### config.mk
export PLATFORM = sky130hd
export DESIGN_NAME = pipe_hazard_ctrl
export DESIGN_NICKNAME = d
export VERILOG_FILES = /design/src/rtl/pipe_hazard_ctrl.sv
export SDC_FILE = /design/constraint.sdc
export NUM_CORES = 1
export LEC_CHECK = 0
export CAP_MARGIN = 40
export CELL_PAD_IN_SITES_DETAIL_PLACEMENT = 1
export CELL_PAD_IN_SITES_GLOBAL_PLACEMENT = 1
export CORE_MARGIN = 2
export CORE_UTILIZATION = 31
export CTS_BUF_LIST = sky130_fd_sc_hd__clkbuf_4 sky130_fd_sc_hd__clkbuf_8
export DETAILED_ROUTE_END_ITERATION = 8
export PLACE_DENSITY_LB_ADDON = 0.1
export SETUP_SLACK_MARGIN = 0.2
export SYNTH_ARGS = -nofsm -noshare
export SYNTH_HDL_FRONTEND = slang
export SYNTH_SLANG_ARGS = --single-unit
### constraint.sdc
create_clock -name clk -period 5.4 [get_ports clk]
set_input_delay 1.08 -clock clk [delete_from_list [all_inputs] [get_ports clk]]
set_output_delay 1.08 -clock clk [all_outputs]
set_load 0.01 [all_outputs]
### src/rtl/pipe_hazard_ctrl.sv
// Pipeline sequencing controller for the 5-stage MIPS core: load-use, branch, memory-wait, watchdog.
// Optional stall cycle counter is built when PIPE_PERF_CNT_EN is defined.
module pipe_hazard_ctrl #(
    parameter int unsigned MEM_TIMEOUT = 16
) (
    input  logic       clk,
    input  logic       reset,
    input  logic [4:0] id_rs,
    input  logic [4:0] id_rt,
    input  logic       ex_memread,
    input  logic [4:0] ex_rt,
    input  logic       mem_branch,
    input  logic       mem_zero,
    input  logic       mem_memread,
    input  logic       mem_memwrite,
    input  logic       dmem_ack,
    output logic       pc_en,
    output logic       pc_sel_branch,
    output logic       ifid_en,
    output logic       idex_en,
    output logic       exmem_en,
    output logic       memwb_en,
    output logic       ifid_flush,
    output logic       idex_flush,
    output logic       exmem_flush,
    output logic       dmem_req,
    output logic       mem_err
`ifdef PIPE_PERF_CNT_EN
    ,
    output logic [31:0] stall_cnt
`endif
);

    localparam logic [0:0] RUN      = 1'b0;
    localparam logic [0:0] MEM_WAIT = 1'b1;

    localparam logic [7:0] WdLast = 8'(MEM_TIMEOUT - 1);

    logic [0:0] state_q, state_d;
    logic [7:0] wd_q, wd_d;
    logic       mem_err_q, mem_err_d;

    logic mem_access;
    logic taken;
    logic load_use;
    logic apply_rules;
    logic plain_advance;

    assign mem_access = mem_memread | mem_memwrite;
    assign taken      = mem_branch & mem_zero;
    assign load_use   = ex_memread & (ex_rt != 5'd0) & ((ex_rt == id_rs) | (ex_rt == id_rt));

    always_comb begin
        state_d       = state_q;
        wd_d          = wd_q;
        mem_err_d     = mem_err_q;
        apply_rules   = 1'b0;
        plain_advance = 1'b0;
        pc_en         = 1'b0;
        pc_sel_branch = 1'b0;
        ifid_en       = 1'b0;
        idex_en       = 1'b0;
        exmem_en      = 1'b0;
        memwb_en      = 1'b0;
        ifid_flush    = 1'b0;
        idex_flush    = 1'b0;
        exmem_flush   = 1'b0;
        dmem_req      = 1'b0;

        case (state_q)
            RUN: begin
                if (mem_access) begin
                    dmem_req = 1'b1;
                    if (dmem_ack) begin
                        apply_rules = 1'b1;
                    end else begin
                        state_d = MEM_WAIT;
                        wd_d    = 8'd0;
                    end
                end else begin
                    apply_rules = 1'b1;
                end
            end
            MEM_WAIT: begin
                if (dmem_ack) begin
                    dmem_req    = 1'b1;
                    apply_rules = 1'b1;
                    state_d     = RUN;
                end else if (wd_q >= WdLast) begin
                    // Abandon the access: drop the request and let the pipeline move on.
                    mem_err_d     = 1'b1;
                    state_d       = RUN;
                    plain_advance = 1'b1;
                end else begin
                    dmem_req = 1'b1;
                    wd_d     = wd_q + 8'd1;
                end
            end
            default: state_d = RUN;
        endcase

        if (apply_rules) begin
            if (taken) begin
                pc_sel_branch = 1'b1;
                pc_en         = 1'b1;
                ifid_en       = 1'b1;
                idex_en       = 1'b1;
                exmem_en      = 1'b1;
                memwb_en      = 1'b1;
                ifid_flush    = 1'b1;
                idex_flush    = 1'b1;
                exmem_flush   = 1'b1;
            end else if (load_use) begin
                idex_en    = 1'b1;
                exmem_en   = 1'b1;
                memwb_en   = 1'b1;
                idex_flush = 1'b1;
            end else begin
                plain_advance = 1'b1;
            end
        end

        if (plain_advance) begin
            pc_en    = 1'b1;
            ifid_en  = 1'b1;
            idex_en  = 1'b1;
            exmem_en = 1'b1;
            memwb_en = 1'b1;
        end

        if (reset) begin
            pc_en         = 1'b0;
            pc_sel_branch = 1'b0;
            ifid_en       = 1'b0;
            idex_en       = 1'b0;
            exmem_en      = 1'b0;
            memwb_en      = 1'b0;
            ifid_flush    = 1'b0;
            idex_flush    = 1'b0;
            exmem_flush   = 1'b0;
            dmem_req      = 1'b0;
        end
    end

    always_ff @(posedge clk) begin
        if (reset) begin
            state_q   <= RUN;
            wd_q      <= 8'd0;
            mem_err_q <= 1'b0;
        end else begin
            state_q   <= state_d;
            wd_q      <= wd_d;
            mem_err_q <= mem_err_d;
        end
    end

    assign mem_err = mem_err_q;

`ifdef PIPE_PERF_CNT_EN
    logic [31:0] stall_cnt_q;

    always_ff @(posedge clk) begin
        if (reset) begin
            stall_cnt_q <= 32'd0;
        end else if (!pc_en) begin
            stall_cnt_q <= stall_cnt_q + 32'd1;
        end
    end

    assign stall_cnt = stall_cnt_q;
`endif

endmodule

Word-level counts from Yosys, hierarchy flattened
Index checks and enable logic that the tools add are counted.

Add/subtract/negate cells: 1. $lt $le $gt $ge: 1. Eq/ne operators: 6. Muxes and demuxes: 34. Bitwise gates (word level): 7. Reductions and logical operators: 3.

Operators with widths (number): $mux 8 (4); $mux 1 (26); $pmux 8 s2 (1); $eq 5x5->1 (2); $add 8x1->8 const B (1); $ge 8x4->1 const B (1); $ne 2x2->1 const B (4); $pmux 1 s2 (3); $reduce_bool 5->1 (1); $reduce_and 4->1 (1); $and 1x1->1 (3); $reduce_and 3->1 (1); $not 1->1 (2); $or 1x1->1 (2).

Register bits: 10. Bits of input ports: 23. Output and inout bits: 11. Word-level logic and storage cells: 55.

Logic depth before layout (Yosys ltp)
Gate-level depths: netlist (run 1).

Depth in word-level cells: 9. Gate-level depth with buffers: 6. Depth with buffers taken out: 5.

Worst setup path before layout (run 1)
No wires, ideal clock.

Path kind: input -> output. Start point: input ex_rt[1]. End point: output pc_en. Arrival time: 2.503 ns. Data required time: 4.320 ns. Slack: 1.817 ns. Stages: 5. Path buffers: 1. Path through: or4_1 o21ai_0 nor2_1 a311oi_1 buf_4.

Cells in the longest elaborated chain, start to end: 8. Elaborated cells on any way between the ends: 11. Those cells by class: eq/ne: 2; mux: 5; bitwise: 3; reduce/logical: 1.

RTL lines: start: declaration (RTL line 11) `input logic [4:0] ex_rt,`; $eq 5x5->1 or $reduce_bool 5->1 (tied branches) (RTL line 51) `assign load_use = ex_memread & (ex_rt != 5'd0) & ((ex_rt == id_rs) | (ex_rt == id_rt));`; $or 1x1->1 or $and 1x1->1 (tied branches) (RTL line 51); $and 1x1->1 (*) (RTL line 51); $mux 1 (*) (RTL line 113) `end else if (load_use) begin`; $mux 1 (*) (RTL line 103) `if (taken) begin`; $mux 1 (*) (RTL line 102) `if (apply_rules) begin`; $mux 1 (*) (2 in a row); end: declaration (RTL line 17) `output logic pc_en,`.

Every way passes the cells marked *; elsewhere a longest branch is shown, timed or not.

Worst setup path in the final report (run 1)
Start point: input ex_rt[1]. End point: output pc_en.

Cells in the longest elaborated chain, start to end: 8. Elaborated cells on any way between the ends: 11. Those cells by class: eq/ne: 2; mux: 5; bitwise: 3; reduce/logical: 1.

RTL lines: $eq 5x5->1 or $reduce_bool 5->1 (tied branches) (RTL line 51); $or 1x1->1 or $and 1x1->1 (tied branches) (RTL line 51); $and 1x1->1 (*) (RTL line 51); $mux 1 (*) (RTL line 113); $mux 1 (*) (RTL line 103); $mux 1 (*) (RTL line 102); $mux 1 (*) (RTL line 123) `if (plain_advance) begin`; $mux 1 (*) (RTL line 131) `if (reset) begin`.

Marked as above.

==> metrics.csv, run 1 <==
metric,value,unit
"commonest non-fill, non-tap cells in the layout","clkdlybuf4s50_1 (33), xnor2_1 (10), dfxtp_1 (10)",
status,finished clean,
Worst Clk Skew,3.792,ps
global-route wire length before repair,3125,µm
endpoints failing setup,0,
CTS buffer count,3,
YS warnings,0,
PwrDens,167.7,nW/µm²
Worst Hold Path Cells,2,
hold crit path type,register to register,
cell mode on critical path,clkdlybuf4s50_1,
Hold Path Sink,mem_err$_SDFFE_PP0P_,
CTS tree,done,
Fillers,276,
dpl ws,1024,ps
Antenna Nets Post-Route,0,
# hold bufs at CTS,0,
Die W,51.42,µm
CP Cell Sequence,"clkdlybuf4s50_1, or4_1, o21ai_0, nor2_1, a311oi_1, clkdlybuf4s50_1",
Reg2Reg Depth,4,
worst relative slew slack,71.06,%
die height,51.42,µm
starting DRC count in detailed routing,4,
"Design Area, Final",1042,µm²
Placer Congestion,0.7076,
num rows,17,
drt total wl,1825,µm
placed cell area,1020,µm²
Seq cells post-synth,10,
Worst EP arrival,3320,ps
hpwl dp,1566,µm
fin nets,140,
clk slew on worst S/H paths,60,ps
CP Class,input pin to primary output,
Antenna diodes,0,
maximum vdd drop,81.32,µV
Via density,5.028,
clk_lat worst skew,260,ps
start point of the worst hold path,mem_err$_SDFFE_PP0P_,
reg2reg start,state_q$_SDFF_PP0_,
Max Slew Vio Count,0,
I/O pin cnt,34,
critical path required time,4320,ps
final hold vios,0,
global route total overflow,0,
largest net degree at the start of global routing,11,
setup ws final,995.9,ps
WHS,491.3,ps
Critical Path Sink Type,primary output,
slowest cell on the critical path,clkdlybuf4s50_1,
Port Buffers,33,
worst-margin pin slew,423.2,ps
"Avg Cell Area, Syn",8.297,µm²
CTS Sinks,10,
GRT Resource Usage Total,15.77,%
reg-to-reg setup timing slack,3770,ps
Remaining DRCs,0,
Period minus WS final,4404,ps
share of layout cells above drive strength 1,7.895,%
sequential share of the synthesized area,28.73,%
startpoint types,input pin,
DR vias,714,
Mapped Nets,108,
first drt pass iteration count,4,
H-tree levels,1,
area grow syn2layout,49.55,%
reg-to-reg endpoint,wd_q[2]$_SDFFE_PP0P_,
Max Clk Rate,227.1,MHz
leak pwr,0.0003680,µW
Post-CTS Setup Bufs,0,
crit-path max FO,3,
synth unique cells,30,
Initial Utilization,32.12,%
Final period util,81.56,%
RSZ-0062 raised after global routing,false,
CTS max path bufs,2,
Clock Tree Root,clkbuf_4,
PostCTS Resize Cnt,0,
post-synthesis cell count,84,
vias in the first global route,748,
routed len/inst,12.85,µm
"commonest non-fill, non-tap cell in the layout",clkdlybuf4s50_1,
synthesized cell area,696.9,µm²
register area,200.2,µm²
setup TNS,0,ps
die area,2644,µm²
initial antenna violation count,0,
Max Cap Viol,0,
worst stage delay on the critical path,600,ps
multi-input logic area,442.9,µm²
core box area,2170,µm²
-- worst max path at each step --
stage	startpoint	endpoint	slack, ps	cells past startpoint
global placement	ex_rt[1]	ifid_en	1000	6
CTS	ex_rt[1]	pc_en	1000	6
finish	ex_rt[1]	pc_en	1000	6
detailed placement	ex_rt[1]	pc_en	1020	6
floorplan	ex_rt[1]	pc_en	1820	5
global route	ex_rt[1]	pc_en	820	6
-- routing by layer --
layer	part of all wire [%]	GRT usage, %
met3	8.7	4.386
met5	0	0
met1	43	17.79
met4	1.8	7.895
met2	46	26.92
-- per-stage QoR --
| stage | std cells | util, % | total power [µW] |
|---|---|---|---|
| 2_1_floorplan | 84 | - | 100.5 |
| 3_3_place_gp | 139 | 47.00 | 126.8 |
| 3_5_place_dp | 139 | 47.00 | 127.8 |
| 4_1_cts | 142 | 48.04 | 177.4 |
| 5_1_grt | 142 | 48.04 | 186.6 |
| 6_report | 142 | 48.04 | 174.8 |
-- power by group --
group | internal [µW] | switching (µW)
clock network | 25.6 | 23.1
logic | 30.5 | 20.0
registers | 74.5 | 0.904
total | 131 | 44.0
-- cell usage after synthesis (all sizes together) --
cell type   n  area share (%)
nand2       9             4.8
a21oi       4             3.4
buf         6             6.1
a311oi      1             1.3
o22ai       1            0.90
a21boi      1             1.1
o21a        2             2.2
nor2        6             3.2
inv         3             1.6
dfxtp      10              29
o31ai       1             1.1
a21o        1             1.1
a31oi       1             3.1
or3         3             3.4
or4         2             2.2
a2111oi     2             2.5
o21ai       3             2.2
o211ai      1             1.1
nor3        5             3.6
or4b        1             1.4
or2b        1             1.1
ha          1             1.8
xnor2      10              13
nand3       5             3.6
nor4        1             3.1
and2        2             2.2
nand4       1            0.90
-- sequential cells by signal, indices dropped and copies added, names as in the netlist --
register and count:
wd_q 8, mem_err 1, state_q 1
-- area by class of cell --
class | instances | area share (%)
Multi-Input combinational cell | 65 | 42.50
Timing Repair Buffer | 33 | 31.69
Sequential cell | 10 | 19.21
Tap cell | 28 | 3.361
Clock buffer | 3 | 2.161
Inverter | 3 | 1.080
-- logic make-up (layout without fill, tap and decap cells) --
kind of cell | count (synthesis) | after routing | share of synthesized area, %
simple gates | 36 | 36 | 29.44
fa+ha+maj | 1 | 1 | 1.795
compound gates | 18 | 18 | 19.75
buf+inv | 9 | 39 | 7.720
xor+xnor | 10 | 10 | 12.57
flops | 10 | 10 | 28.73
-- worst max-delay path: cells and delay by family --
family	cells	cell delay, ps
simple gates	2	600
buf+inv	2	1080
compound gates	2	570
No activity file was read; power rests on OpenSTA's default activity.
==> run 2: changes to the inputs <==
--- a/config.mk
+++ b/config.mk
@@ -9,7 +9,7 @@
 export CELL_PAD_IN_SITES_DETAIL_PLACEMENT = 1
 export CELL_PAD_IN_SITES_GLOBAL_PLACEMENT = 1
 export CORE_MARGIN = 2
-export CORE_UTILIZATION = 31
+export CORE_UTILIZATION = 26
 export CTS_BUF_LIST = sky130_fd_sc_hd__clkbuf_4 sky130_fd_sc_hd__clkbuf_8
 export DETAILED_ROUTE_END_ITERATION = 8
 export PLACE_DENSITY_LB_ADDON = 0.1
==> constraint.sdc (replaced) <==
create_clock -name clk -period 3.9 [get_ports clk]
set_input_delay 0.78 -clock clk [delete_from_list [all_inputs] [get_ports clk]]
set_output_delay 0.78 -clock clk [all_outputs]
set_load 0.01 [all_outputs]
==> run 2 against run 1 <==
Net effect:
- sequential power increased by 38%
- flip-flop and latch count stayed put
- final area increased by 3.4%
- global-route usage is 2.4 points lower
- wire length increased by 3.8%
- critical path depth stayed put
- count of clock-buffer cells in the layout rose by 1
- register-to-register slack worse by 1500 ps
- cell count is 3.5% higher
- core utilization is 4.9 points lower
- die area grew 18%
- total power up 54%
==> metrics.csv, run 2 (synthesis gave the netlist of run 1 again) <==
metric,value,unit
largest net degree at the start of global routing,11,
NetSw,65.92,µW
initial antenna violation count,0,
Top reg by flops,wd_q,
Die W,55.78,µm
switch share,24.51,%
Antenna Nets Post-Route,0,
clk slew on worst S/H paths,60,ps
core box area,2500,µm²
DR vias,717,
leak pwr,0.0003913,µW
worst-margin pin slew,459.0,ps
Via density,4.878,
Max Slew Vio Count,0,
endpoints failing setup,0,
hpwl dp,1637,µm
status,finished clean,
Gate power share,26.3,%
first drt pass iteration count,4,
hold crit path type,register to register,
PostCTS Resize Cnt,4,
Period minus WS final,3481,ps
clock share of power,34.9,%
"commonest non-fill, non-tap cells in the layout","clkdlybuf4s50_1 (31), xnor2_1 (10), dfxtp_1 (10)",
setup TNS,0,ps
fin nets,142,
Remaining DRCs,0,
maximum vdd drop,217.1,µV
share of layout cells above drive strength 1,11.11,%
clk_lat worst skew,270,ps
final hold vios,0,
routed len/inst,12.89,µm
"commonest non-fill, non-tap cell in the layout",clkdlybuf4s50_1,
CP Class,input pin to primary output,
Critical Path Sink Type,primary output,
Non-Filler Instances,147,
Power Internal,203.0,µW
starting DRC count in detailed routing,4,
CTS max path bufs,2,
Final Power,268.9,µW
Largest register FFs,8,
die area,3111,µm²
placed cells,143,
Worst Clk Skew,6.616,ps
Final period util,89.24,%
CTS buffer count,3,
Max Cap Viol,0,
Worst EP arrival,2700,ps
global-route wire length before repair,3243,µm
Placer Congestion,0.6541,
Initial Utilization,27.88,%
worst relative slew slack,69.31,%
GRT Resource Usage Total,13.38,%
Sequential Power Share,38.8,%
drt total wl,1895,µm
critical path required time,3120,ps
die height,55.78,µm
Max Clk Rate,287.3,MHz
global route total overflow,0,
crit-path max FO,3,
placed cell area,1037,µm²
CTS tree,done,
# hold bufs at CTS,0,
area grow syn2layout,54.58,%
startpoint types,input pin,
Clock Tree Root,clkbuf_4,
CTS Sinks,10,
"Design Area, Final",1077,µm²
PwrDens,249.6,nW/µm²
vias in the first global route,742,
num rows,18,
Antenna diodes,0,
Final Util,43.09,%
Port Buffers,33,
H-tree levels,1,
Post-CTS Setup Bufs,0,
I/O pin cnt,34,
RSZ-0062 raised after global routing,false,
==> run 2: worst paths after layout <==
| path | cells after the start | startpoint | end | slack, ps |
|---|---|---|---|---|
| min reg2reg | 2 | mem_err$_SDFFE_PP0P_ | mem_err$_SDFFE_PP0P_ | 480 |
| min | 2 | mem_err$_SDFFE_PP0P_ | mem_err$_SDFFE_PP0P_ | 480 |
| max reg2reg | 4 | state_q$_SDFF_PP0_ | wd_q[2]$_SDFFE_PP0P_ | 2280 |
| max | 6 | ex_rt[2] | idex_flush | 420 |
==> run 2: power groups by stage <==
stage / registers [µW] / logic, µW / clock network (µW)
finish: 104 / 70.6 / 93.9
global route: 105 / 76.5 / 106
CTS: 104 / 71.7 / 97.6
detailed placement: 107 / 71.7 / 0
global placement: 107 / 71.1 / 0
floorplan: 106 / 32.8 / 0
==> run 2: layer usage <==
layer | GRT usage [%] | up-vias | routed length, µm
met5 | 0 | - | 0
met4 | 2.091 | 0 | 11
met3 | 5.581 | 2 | 111
met2 | 25.17 | 20 | 1018
met1 | 13.96 | 332 | 753
li1 | - | 363 | -
==> run 2: layout make-up <==
class,count,area [µm²]
tap,30,37.54
multi-input combinational,65,449.2
clock buffer,4,36.28
inverter,3,11.26
sequential,10,200.2
fill,302,1423
timing repair buffer,35,342.8
==> run 2: critical path, cell delays in order <==
cell,delay (ps)
clkdlybuf4s50_1,470
or4_1,550
o21ai_1,180
nor3_1,60
a21o_1,190
clkdlybuf4s50_1,470
==> run 2: through the flow <==
step,hold slack [ps],setup slack (ps)
after floorplan,470.9,916.8
after global placement,457.0,134.2
after detailed placement,465.8,43.24
after CTS,485.9,408.1
after global routing,522.4,323.5
final,478.2,419.5
